<file path="src/rtl/pipe_hazard_ctrl_pkg.sv">
// Shared definitions for the pipeline hazard controller: FSM encodings,
// register-zero constant, multi-cycle defaults and the RAW compare helper.
package pipe_hazard_ctrl_pkg;

    typedef enum logic {
        ST_RUN     = 1'b0,
        ST_MD_BUSY = 1'b1
    } state_t;

    localparam logic [4:0] REG_ZERO       = 5'd0;
    localparam int         MUL_CYCLES_DEF = 4;
    localparam int         DIV_CYCLES_DEF = 32;
    localparam int         CNT_W          = 6;

    // $0 is hardwired, so a write to it can never create a dependency.
    function automatic logic raw_match(
        input logic [4:0] dest,
        input logic [4:0] rs_addr,
        input logic [4:0] rt_addr,
        input logic       rs_used,
        input logic       rt_used
    );
        return (dest != REG_ZERO) &&
               ((rs_used && (rs_addr == dest)) || (rt_used && (rt_addr == dest)));
    endfunction

endpackage

</file>
<file path="src/rtl/pipe_hazard_ctrl_md_cycle_counter.sv">
// Down-counter tracking the remaining EXE occupancy of a MUL/DIV instruction.
module md_cycle_counter
    import pipe_hazard_ctrl_pkg::*;
(
    input  logic             clk,
    input  logic             rst,
    input  logic             load,
    input  logic [CNT_W-1:0] load_val,
    input  logic             dec,
    output logic [CNT_W-1:0] cnt,
    output logic             last
);

    always_ff @(posedge clk or posedge rst) begin
        if (rst) begin
            cnt <= '0;
        end else if (load) begin
            cnt <= load_val;
        end else if (dec) begin
            cnt <= cnt - CNT_W'(1);
        end
    end

    assign last = (cnt == CNT_W'(1));

endmodule

</file>
<file path="src/rtl/pipe_hazard_ctrl.sv">
// Stall/flush sequencer for the 5-stage pipeline: MUL/DIV hold, RAW stalls,
// taken-branch squash and a stall-cycle performance counter.
module pipe_hazard_ctrl
    import pipe_hazard_ctrl_pkg::*;
#(
    parameter int FORWARDING = 1,
    parameter int MUL_CYCLES = MUL_CYCLES_DEF,
    parameter int DIV_CYCLES = DIV_CYCLES_DEF
) (
    input  logic        clk,
    input  logic        rst,
    input  logic [4:0]  ID_rs_addr,
    input  logic [4:0]  ID_rt_addr,
    input  logic        ID_rs_used,
    input  logic        ID_rt_used,
    input  logic        ID_branch_taken,
    input  logic        EXE_RF_W_ena,
    input  logic [4:0]  EXE_RF_waddr,
    input  logic        EXE_is_load,
    input  logic        MEM_RF_W_ena,
    input  logic [4:0]  MEM_RF_waddr,
    input  logic        EXE_md_start,
    input  logic        EXE_md_is_div,
    output logic        PC_W_ena,
    output logic        IF_ID_W_ena,
    output logic        IF_ID_flush,
    output logic        ID_EX_W_ena,
    output logic        ID_EX_bubble,
    output logic        EX_MEM_W_ena,
    output logic        EX_MEM_bubble,
    output logic        MEM_WB_W_ena,
    output logic        md_busy,
    output logic        md_done,
    output logic [31:0] stall_cycles
);

    localparam logic [CNT_W-1:0] MUL_LOAD = CNT_W'(MUL_CYCLES - 1);
    localparam logic [CNT_W-1:0] DIV_LOAD = CNT_W'(DIV_CYCLES - 1);

    state_t           state, next_state;
    logic             cnt_load, cnt_dec, cnt_last;
    logic [CNT_W-1:0] cnt, cnt_load_val;
    logic             md_stall, md_done_i, md_busy_i;
    logic             exe_match, mem_match, ld_stall;

    md_cycle_counter u_md_cnt (
        .clk      (clk),
        .rst      (rst),
        .load     (cnt_load),
        .load_val (cnt_load_val),
        .dec      (cnt_dec),
        .cnt      (cnt),
        .last     (cnt_last)
    );

    always_ff @(posedge clk or posedge rst) begin
        if (rst) begin
            state <= ST_RUN;
        end else begin
            state <= next_state;
        end
    end

    // EXE_md_start is deliberately ignored in MD_BUSY: the same instruction
    // is still sitting in EXE and keeps asserting it.
    always_comb begin
        next_state   = state;
        cnt_load     = 1'b0;
        cnt_dec      = 1'b0;
        cnt_load_val = EXE_md_is_div ? DIV_LOAD : MUL_LOAD;
        md_stall     = 1'b0;
        md_done_i    = 1'b0;
        md_busy_i    = 1'b0;
        case (state)
            ST_RUN: begin
                if (EXE_md_start) begin
                    cnt_load   = 1'b1;
                    md_stall   = 1'b1;
                    md_busy_i  = 1'b1;
                    next_state = ST_MD_BUSY;
                end
            end
            ST_MD_BUSY: begin
                cnt_dec   = 1'b1;
                md_busy_i = 1'b1;
                md_stall  = !cnt_last;
                if (cnt_last) begin
                    md_done_i  = 1'b1;
                    next_state = ST_RUN;
                end
            end
            default: next_state = ST_RUN;
        endcase
    end

    always_comb begin
        exe_match = EXE_RF_W_ena &&
                    raw_match(EXE_RF_waddr, ID_rs_addr, ID_rt_addr, ID_rs_used, ID_rt_used);
        mem_match = MEM_RF_W_ena &&
                    raw_match(MEM_RF_waddr, ID_rs_addr, ID_rt_addr, ID_rs_used, ID_rt_used);
        if (FORWARDING != 0) begin
            ld_stall = exe_match && EXE_is_load;
        end else begin
            ld_stall = exe_match || mem_match;
        end
    end

    // Outputs are forced low while reset is held so the pipeline freezes at once.
    always_comb begin
        PC_W_ena      = 1'b1;
        IF_ID_W_ena   = 1'b1;
        IF_ID_flush   = 1'b0;
        ID_EX_W_ena   = 1'b1;
        ID_EX_bubble  = 1'b0;
        EX_MEM_W_ena  = 1'b1;
        EX_MEM_bubble = 1'b0;
        MEM_WB_W_ena  = 1'b1;
        md_busy       = md_busy_i;
        md_done       = md_done_i;
        if (md_stall) begin
            PC_W_ena      = 1'b0;
            IF_ID_W_ena   = 1'b0;
            ID_EX_W_ena   = 1'b0;
            EX_MEM_bubble = 1'b1;
        end else if (ld_stall) begin
            PC_W_ena     = 1'b0;
            IF_ID_W_ena  = 1'b0;
            ID_EX_bubble = 1'b1;
        end else if (ID_branch_taken) begin
            IF_ID_flush = 1'b1;
        end
        if (rst) begin
            PC_W_ena      = 1'b0;
            IF_ID_W_ena   = 1'b0;
            IF_ID_flush   = 1'b0;
            ID_EX_W_ena   = 1'b0;
            ID_EX_bubble  = 1'b0;
            EX_MEM_W_ena  = 1'b0;
            EX_MEM_bubble = 1'b0;
            MEM_WB_W_ena  = 1'b0;
            md_busy       = 1'b0;
            md_done       = 1'b0;
        end
    end

    always_ff @(posedge clk or posedge rst) begin
        if (rst) begin
            stall_cycles <= '0;
        end else if (!PC_W_ena) begin
            stall_cycles <= stall_cycles + 32'd1;
        end
    end

endmodule

</file>
<file path="config.mk">
export PLATFORM = sky130hd
export DESIGN_NAME = pipe_hazard_ctrl
export DESIGN_NICKNAME = d
export VERILOG_FILES = /design/src/rtl/pipe_hazard_ctrl_pkg.sv /design/src/rtl/pipe_hazard_ctrl_md_cycle_counter.sv /design/src/rtl/pipe_hazard_ctrl.sv
export SDC_FILE = /design/constraint.sdc
export NUM_CORES = 1
export LEC_CHECK = 0
export CAP_MARGIN = 0
export CORE_MARGIN = 3
export CORE_UTILIZATION = 43
export CTS_BUF_LIST = sky130_fd_sc_hd__clkbuf_2
export DETAILED_ROUTE_END_ITERATION = 8
export GPL_TIMING_DRIVEN = 0
export PLACE_DENSITY = 0.79
export SYNTH_ARGS = -nofsm -noshare
export SYNTH_HDL_FRONTEND = slang
export SYNTH_SLANG_ARGS = --single-unit
</file>
<file path="constraint.sdc">
create_clock -name clk -period 1.9 [get_ports clk]
set_input_delay 0.19 -clock clk [delete_from_list [all_inputs] [get_ports clk]]
set_output_delay 0.19 -clock clk [all_outputs]
set_load 0.01 [all_outputs]
</file>
# Word level (Yosys, flattened, before mapping)
# Cells that the tools add are included.
totals:
  regBits: 39
  input_bits: 30
classes:
  eq_ne: 3
  bitwise_logic: 1
  addsub: 2
  n_mux: 29
  reduce_logical: 9
ops:
  columns: ["op", "n"]
  rows:
  - ["32-bit by 1-bit adder with 32-bit output (second input constant)", 1]
  - ["1-bit two-way mux", 23]
  - ["6-bit two-way mux", 2]
  - ["5-bit == test", 2]
  - ["6-bit by 1-bit == test with 1-bit output (second input constant)", 1]
  - ["1-bit case mux with 2 select lines", 3]
  - ["6-bit by 1-bit subtractor with 6-bit output (second input constant)", 1]
  - ["1-bit logical AND", 5]
  - ["5-bit two-way mux", 1]
  - ["5-bit nonzero test", 1]
  - ["2-bit nonzero test", 1]
  - ["1-bit zero test", 1]
  - ["1-bit logical OR", 1]
  - ["1-bit inverter", 1]

# Depth between registers and ports, before layout
# Gate-level depths: netlist of run 1.
depth:
  ltp_word: 9
  mapped_depth: 9

# By module
# A second synthesis of run 1 with hierarchy kept.
hier_totals:
  cells_unflattened: 206
  area_unflattened_um2: 2127.0
by_module_without_submodules:
  columns: ["mod", "cells_per_inst", "area_each_um2", "n_inst"]
  rows:
  - ["pipe_hazard_ctrl", 168, 1760.4, 1]
  - ["md_cycle_counter", 38, 366.6, 1]

# Least setup slack after synthesis of run 1
# No wires, ideal clock.
synth_timing:
  kind: "register to register"
  start: "register u_md_cnt.cnt[1]"
  end: "register stall_cycles[1]"
  synth_period_minus_slack_ns: 1.963
  stages_incl_launch_ff: 9
  n_path_buf: 1
  path_slack_ns: -0.063
  t_arrival_ns: 1.838
  path_cell_list: "dfrtp_1 -> inv_1 -> ha_1 -> and4bb_1 -> a21oi_1 -> or2_2 -> a21oi_4 -> buf_6 -> mux2_2"
synth_between:
  elab_chain_len: 5
synth_rtl:
  columns: ["element", "line_no", "source"]
  rows:
  - ["start, declared", "pipe_hazard_ctrl_md_cycle_counter.sv:10", "output logic [CNT_W-1:0] cnt,"]
  - ["start signal, assigned", "pipe_hazard_ctrl_md_cycle_counter.sv:18", "cnt <= load_val;"]
  - ["start signal, assigned", "pipe_hazard_ctrl_md_cycle_counter.sv:20", "cnt <= cnt - CNT_W'(1);"]
  - ["6-bit by 1-bit == test with 1-bit output", "pipe_hazard_ctrl_md_cycle_counter.sv:24", "assign last = (cnt == CNT_W'(1));"]
  - ["1-bit zero test", "pipe_hazard_ctrl.sv:86", "md_stall = !cnt_last;"]
  - ["1-bit case mux with 2 select lines", "pipe_hazard_ctrl.sv:74", "case (state)"]
  - ["net md_stall", "pipe_hazard_ctrl.sv:43", "logic md_stall, md_done_i, md_busy_i;"]
  - ["1-bit two-way mux (2 in series)", null, null]
  - ["net IF_ID_W_ena", "pipe_hazard_ctrl.sv:25", "output logic IF_ID_W_ena,"]
  - ["end signal, assigned", "pipe_hazard_ctrl.sv:150", "stall_cycles <= stall_cycles + 32'd1;"]
  - ["end, declared", "pipe_hazard_ctrl.sv:34", "output logic [31:0] stall_cycles"]
# The timed path passes the listed nets, and every way through them passes these cells.
# A chain may end at the register's enable or synchronous reset.

# Worst setup path after layout of run 1
layout_timing:
  start: "register u_md_cnt.cnt[1]"
  end: "output port IF_ID_flush"
layout_between:
  elab_chain_len: 5
layout_rtl:
  columns: ["element", "line_no", "source"]
  rows:
  - ["6-bit by 1-bit == test with 1-bit output", "pipe_hazard_ctrl_md_cycle_counter.sv:24", null]
  - ["1-bit zero test", "pipe_hazard_ctrl.sv:86", null]
  - ["1-bit case mux with 2 select lines", "pipe_hazard_ctrl.sv:74", null]
  - ["net md_stall", "pipe_hazard_ctrl.sv:43", null]
  - ["1-bit two-way mux", "pipe_hazard_ctrl.sv:120", "if (md_stall) begin"]
  - ["1-bit two-way mux", "pipe_hazard_ctrl.sv:132", "if (rst) begin"]
  - ["end, declared", "pipe_hazard_ctrl.sv:26", "output logic IF_ID_flush,"]
# The timed path passes the listed nets, and every way through them passes these cells.

==> impl_metrics.ini, run 1 <==
[run_status]
status = finished, violations left
violations = negative setup slack

[synth]
synth_area_leaders = dfrtp_1 (46%), xor2_1 (8.6%), xnor2_1 (8.2%), nand3_1 (3.3%), nor3_1 (3.3%)
ys.flop_type = dfrtp_1
synth_cells = 214
synth_cell_types = 37
yosysTopAreaCell = dfrtp_1
syn_area_per_cell_um2 = 10.0
syn_nets = 247
synth_warnings = 0
netlist_area_mm2 = 0.00214
yosysMostFrequentCell = dfrtp_1
ys_ff_latch = 39
yosysSeqAreaShare_pct = 45.5
synth.top_cells.by_count = dfrtp_1 (39), xor2_1 (21), xnor2_1 (20)
async_flop_share_pct = 100
synth_top_area_share_pct = 45.5
synth_enable_flop_cells = 0

[route]
wl_per_cell_um = 18.1
viasPerCell = 5.53
wirelength_um = 7010
ant_nets = 0
vias = 2141
drt-initial-drc-count = 145
drc_errors = 0
firstDrtPassIters = 4

[critical_path]
rrSetupSlack_ns = -0.37
cp.required_ns = 1.71
crit_type = reg2out
crit_fanout = 3
arrival_ns = 2.16
crit_path_start_kind = flop
end_kind = output port

[clock_tree]
cts_tree = yes
clk_latency_ns = 0.40
clock_path_buffers = 2
htreeDepth = 2
cts_buffers = 5
path_clk_slew_ns = 0.19
cts_sinks = 39
root_buffer = clkbuf_2

[die]
rows = 25
initial_utilization_pct = 44.8
die-area_mm2 = 0.00587
ios = 72
chipHeight_um = 76.6
core_mm2 = 0.00479
die_w_um = 76.6

[finish]
layout.cells.non_filler = 387
diodes = 0
area_delta_synth_final_pct = 71.8
filler_cell_count = 293
post-route-util_pct = 76.9
final_net_count = 352
layout-drive-gt1-share_pct = 31.6

[sta]
tightest_slew_ns = 0.930
max_slew_margin_pct = 37.8
finalSetupViolCount = 39
min_period_ns = 2.35
fmax_mhz = 425
fin_skew_ns = 0.0183
worst_slack_ns = -0.454
drv_slew = 0
rsz0062_at_grt = true
finalCritPeriodShare_pct = 124
hold_viol_final = 0

[global_routing]
grt_start_max_net_pins = 21
antenna_found_initial = 0
grt_usage_pct = 23.6
grt_pass1_vias = 2152
grt_overflow = 0
grt_pass1_wl_um = 11000

[min_path]
hp-class = in2reg

[pwr]
power_w = 0.00344
leakage_nw = 1.42
vdd_drop_max_v = 0.000775
powerDensity_mw_per_mm2 = 933

[placed_design]
place_congestion = 0.832
port_buffers = 65
hpwlAfterDp_um = 3580
dpl.cell_count = 346
dp_slack_ns = -0.891

[flow_run]
cap_violations = 0
final timing paths:
check / startpoint / to / cells past startpoint
min in group asynchronous: rst / stall_cycles[24]$_DFFE_PP0N_ / 3
setup / recovery: u_md_cnt.cnt[1]$_DFFE_PP0P_ / IF_ID_flush / 9
setup reg to reg: u_md_cnt.cnt[1]$_DFFE_PP0P_ / stall_cycles[8]$_DFFE_PP0N_ / 11
hold / removal: EXE_md_is_div / u_md_cnt.cnt[4]$_DFFE_PP0P_ / 3
max in group asynchronous: rst / stall_cycles[13]$_DFFE_PP0N_ / 3
hold reg to reg: stall_cycles[31]$_DFFE_PP0N_ / stall_cycles[31]$_DFFE_PP0N_ / 1
per-layer routing:
layer	up-vias	GRT usage [%]	share of wire, %
li1	959	-	-
met1	1054	27.2	39
met2	103	41.4	51
met3	25	7.09	7.4
met4	0	7.97	2.5
met5	-	0	0
worst max-delay path: stages, from the launching register on:
cell      delay, ns
dfrtp_1        0.44
inv_2          0.09
ha_4           0.12
and4bb_2       0.27
a21oi_2        0.08
or2_4          0.26
a21oi_4        0.16
buf_6          0.14
and2_4         0.13
buf_6          0.09
power breakdown:
group          switching (W)  internal, W
sequential          0.000269      0.00105
clock               0.000278    0.0000886
combinational       0.000867     0.000887
total                0.00141      0.00202
cell type report:
cell class | instances | area (um^2) | area share (%)
timing repair buffer | 97 | 978 | 26.6
tap | 67 | 83.8 | 2.28
inverter | 12 | 73.8 | 2.00
clock inverter | 2 | 7.51 | 0.204
timing repair inverter | 1 | 8.76 | 0.238
clock buffer | 6 | 30.0 | 0.815
buffer | 9 | 82.6 | 2.24
sequential | 39 | 977 | 26.5
multi-input combinational | 154 | 1440 | 39.1
registers in the layout (all words and copies together), names as in the netlist:
register,count
stall_cycles,32
state,1
u_md_cnt.cnt,6
cell families after synthesis:
| family | after synthesis | synth area share, % |
|---|---|---|
| simple gates | 95 | 24.9 |
| flops | 39 | 45.5 |
| compound gates | 14 | 5.25 |
| mux | 1 | 0.525 |
| xor+xnor | 41 | 16.8 |
| buf+inv | 21 | 5.31 |
| fa+ha+maj | 3 | 1.75 |
placed cells by master, fill, tap and decap left out, drive strengths merged:
cell type / instances
and2: 2
nand3: 14
dlygate4sd2: 1
nand4: 7
nor4: 12
bufinv: 1
inv: 12
o21a: 1
buf: 43
clkinv: 2
nand4b: 2
o311a: 1
xor2: 21
nor4b: 3
and4bb: 2
clkbuf: 8
mux2: 1
and3: 2
o22ai: 2
bufbuf: 1
or2: 2
dfrtp: 39
a211oi: 1
nor3b: 1
a31oi: 1
nand2: 15
nand2b: 1
ha: 3
clkdlybuf4s50: 57
xnor2: 20
or3: 4
dlygate4sd3: 2
a21oi: 8
nor2: 14
nor3: 14
per-stage QoR:
step	TNS, ns	hold WS (ns)	cell area [um^2]
finish	-11.85	0.445	3680
global route	-15.04	0.432	3680
global placement	-22.63	0.455	2880
detailed placement	-15.49	0.470	2880
floorplan	0	0.352	2150
CTS	-9.53	0.435	3550
repair_timing:
action,CTS,global route
hold endpoints to repair,20,0
hold buffers,2,0
resized for setup,101,24
buffers inserted,23,8
pin swaps,33,21
endpoints found under the setup margin,41,40
cloned,3,0
Power figures use the tool's default switching activity.
==> inputs of run 2 (changes only) <==
PLACE_DENSITY = 0.88   (was 0.79)
==> run 2 against run 1 <==
Largest cell class unchanged. Critical path type unchanged. Wire length is 2.6% higher. Worst setup slack better by 0.039 ns. Via count is 0.56% lower. Cell count is 0.52% lower. Die area stayed put. Final area is 0.48% lower. Sequential share of layout area is 0.26 points higher. Fmax is 1.7% higher. First-iteration DRC count is 2.1% lower. Global-route usage is 2.1 points lower. Clock power is 40% higher. The run still ends with negative setup slack left. Highest routed layer unchanged.
==> impl_metrics.ini, run 2 (synthesis gave the netlist of run 1 again) <==
[global_routing]
grt_overflow = 0
antenna_found_initial = 0
grt_usage_pct = 21.4
grt_pass1_wl_um = 9980
grt_pass1_vias = 2061
grt_start_max_net_pins = 21

[sta]
hold_viol_final = 0
fin_hold_ws_ns = 0.449
min_period_ns = 2.32
tightest_slew_ns = 0.938
finalCritPeriodShare_pct = 122
fmax_mhz = 432
rsz0062_at_grt = true
finalSetupViolCount = 38
max_slew_margin_pct = 37.3
worst_slack_ns = -0.415
fin_skew_ns = 0.0443
drv_slew = 0

[pwr]
power_w = 0.00357
sw_frac_of_total_pct = 40.0
p_comb_share_pct = 48.4
powerDensity_mw_per_mm2 = 975
seq_power_share_pct = 37.3
power.internal_w = 0.00214
p_sw_w = 0.00143
leakage_nw = 1.43
vdd_drop_max_v = 0.000874
p_clk_share_pct = 14.3

[clock_tree]
htreeDepth = 2
cts_buffers = 5
path_clk_slew_ns = 0.21
cts_sinks = 39
clk_latency_ns = 0.43
clock_path_buffers = 2
root_buffer = clkbuf_2
cts_tree = yes

[critical_path]
worstRegToRegCells = 11
cpMostUsedCell = buf_6
crit_path_start_kind = flop
end_kind = output port
cp.buffers_inverters = 3
r2r-start = u_md_cnt.cnt[0]$_DFFE_PP0P_
crit_type = reg2out
slowest_delay_ns = 0.44
critPathLaunch = u_md_cnt.cnt[1]$_DFFE_PP0P_
path_cells = inv_2 > ha_4 > and4bb_1 > a21oi_2 > or2_4 > a21oi_4 > buf_6 > and2_4 > buf_6
arrival_ns = 2.13
path_depth = 9
cp.required_ns = 1.71
cpMaxStageDelayCell = dfrtp_1
crit_fanout = 5
critPathTopFamily = simple AND/OR/NAND/NOR gates

[die]
die-area_mm2 = 0.00587
die_w_um = 76.6
chipHeight_um = 76.6
initial_utilization_pct = 44.8
core_mm2 = 0.00479
rows = 25
ios = 72

[route]
drc_errors = 0
vias = 2129
firstDrtPassIters = 5
viasPerCell = 5.53
ant_nets = 0
wirelength_um = 7190
wl_per_cell_um = 18.7
drt-initial-drc-count = 142

[finish]
area_delta_synth_final_pct = 71.0
filler_cell_count = 267
post-route-util_pct = 76.6
regMostFlops = stall_cycles
largest_reg_flops = 32
final_common_cell = clkdlybuf4s50_1
diodes = 0
postLayoutCellArea_mm2 = 0.00366
final_cell_mix = clkdlybuf4s50_1 (56), dfrtp_1 (34), buf_4 (24)
final_net_count = 350
reg.largest.list = stall_cycles x32, u_md_cnt.cnt x6, state x1
layout-drive-gt1-share_pct = 32.7

[min_path]
hp-class = in2reg
holdPathStages = 3
min_from = EXE_md_is_div

[run_status]
violations = negative setup slack
status = finished, violations left

[placed_design]
dp_slack_ns = -0.903
hpwlAfterDp_um = 3700
place_congestion = 0.782
port_buffers = 65
post_dp_cell_area_mm2 = 0.00288

[flow_run]
cap_violations = 0
==> run 2: through the flow <==
step | setup TNS [ns] | cells
after detailed placement | -15.79 | 346
after floorplan | 0 | 214
after global routing | -12.58 | 385
after CTS | -3.61 | 370
final | -8.68 | 385
after global placement | -23.10 | 346
==> run 2: per-layer routing <==
metal  track usage, %  share of wire (%)
met1             25.3                 41
met2             36.8                 50
met3             4.96                6.2
met4             9.96                2.5
met5                0                  0
==> run 2: final timing paths <==
path                                                end  slack (ns)
min reg2reg                stall_cycles[31]$_DFFE_PP0N_        0.49
max reg2reg                stall_cycles[12]$_DFFE_PP0N_       -0.34
min                         u_md_cnt.cnt[4]$_DFFE_PP0P_        0.45
max                                         IF_ID_flush       -0.42
max in group asynchronous   stall_cycles[5]$_DFFE_PP0N_        0.39
min in group asynchronous  stall_cycles[26]$_DFFE_PP0N_        0.50
==> run 2: area by class of cell <==
cell class                 instances  area [um^2]  area share [%]
buffer                             9         87.6            2.39
clock inverter                     3         43.8            1.19
multi-input combinational        154         1420            38.7
timing repair buffer              95          941            25.7
clock buffer                       5         25.0           0.683
sequential                        39          982            26.8
inverter                          12         73.8            2.01
timing repair inverter             1         8.76           0.239
tap                               67         83.8            2.29
==> run 2: repair_timing <==
action,CTS,global route
resized for setup,73,46
endpoints found under the hold margin,20,0
pin swaps,4,32
hold buffers,2,0
cloned,1,2
setup endpoints to repair,40,40
buffers inserted,13,13
==> run 2: worst reg2reg max path, delay by kind of cell, from the launching register on <==
| family | cells | cell delay (ns) |
|---|---|---|
| and+or+nand+nor | 3 | 0.56 |
| buffers and inverters | 4 | 0.53 |
| DFF | 1 | 0.47 |
| xor gates and xnor gates | 1 | 0.24 |
| AOI/OAI and AO/OA | 2 | 0.21 |
| adders and majority gates | 1 | 0.16 |
==> run 2: power by group through the flow <==
stage / registers [W] / logic, W / clock network, W
after CTS: 0.00128 / 0.00142 / 0.000522
after global placement: 0.00129 / 0.00116 / 0
final: 0.00133 / 0.00173 / 0.000512
after global routing: 0.00135 / 0.00186 / 0.000555
after floorplan: 0.00132 / 0.000608 / 0
after detailed placement: 0.00129 / 0.00119 / 0
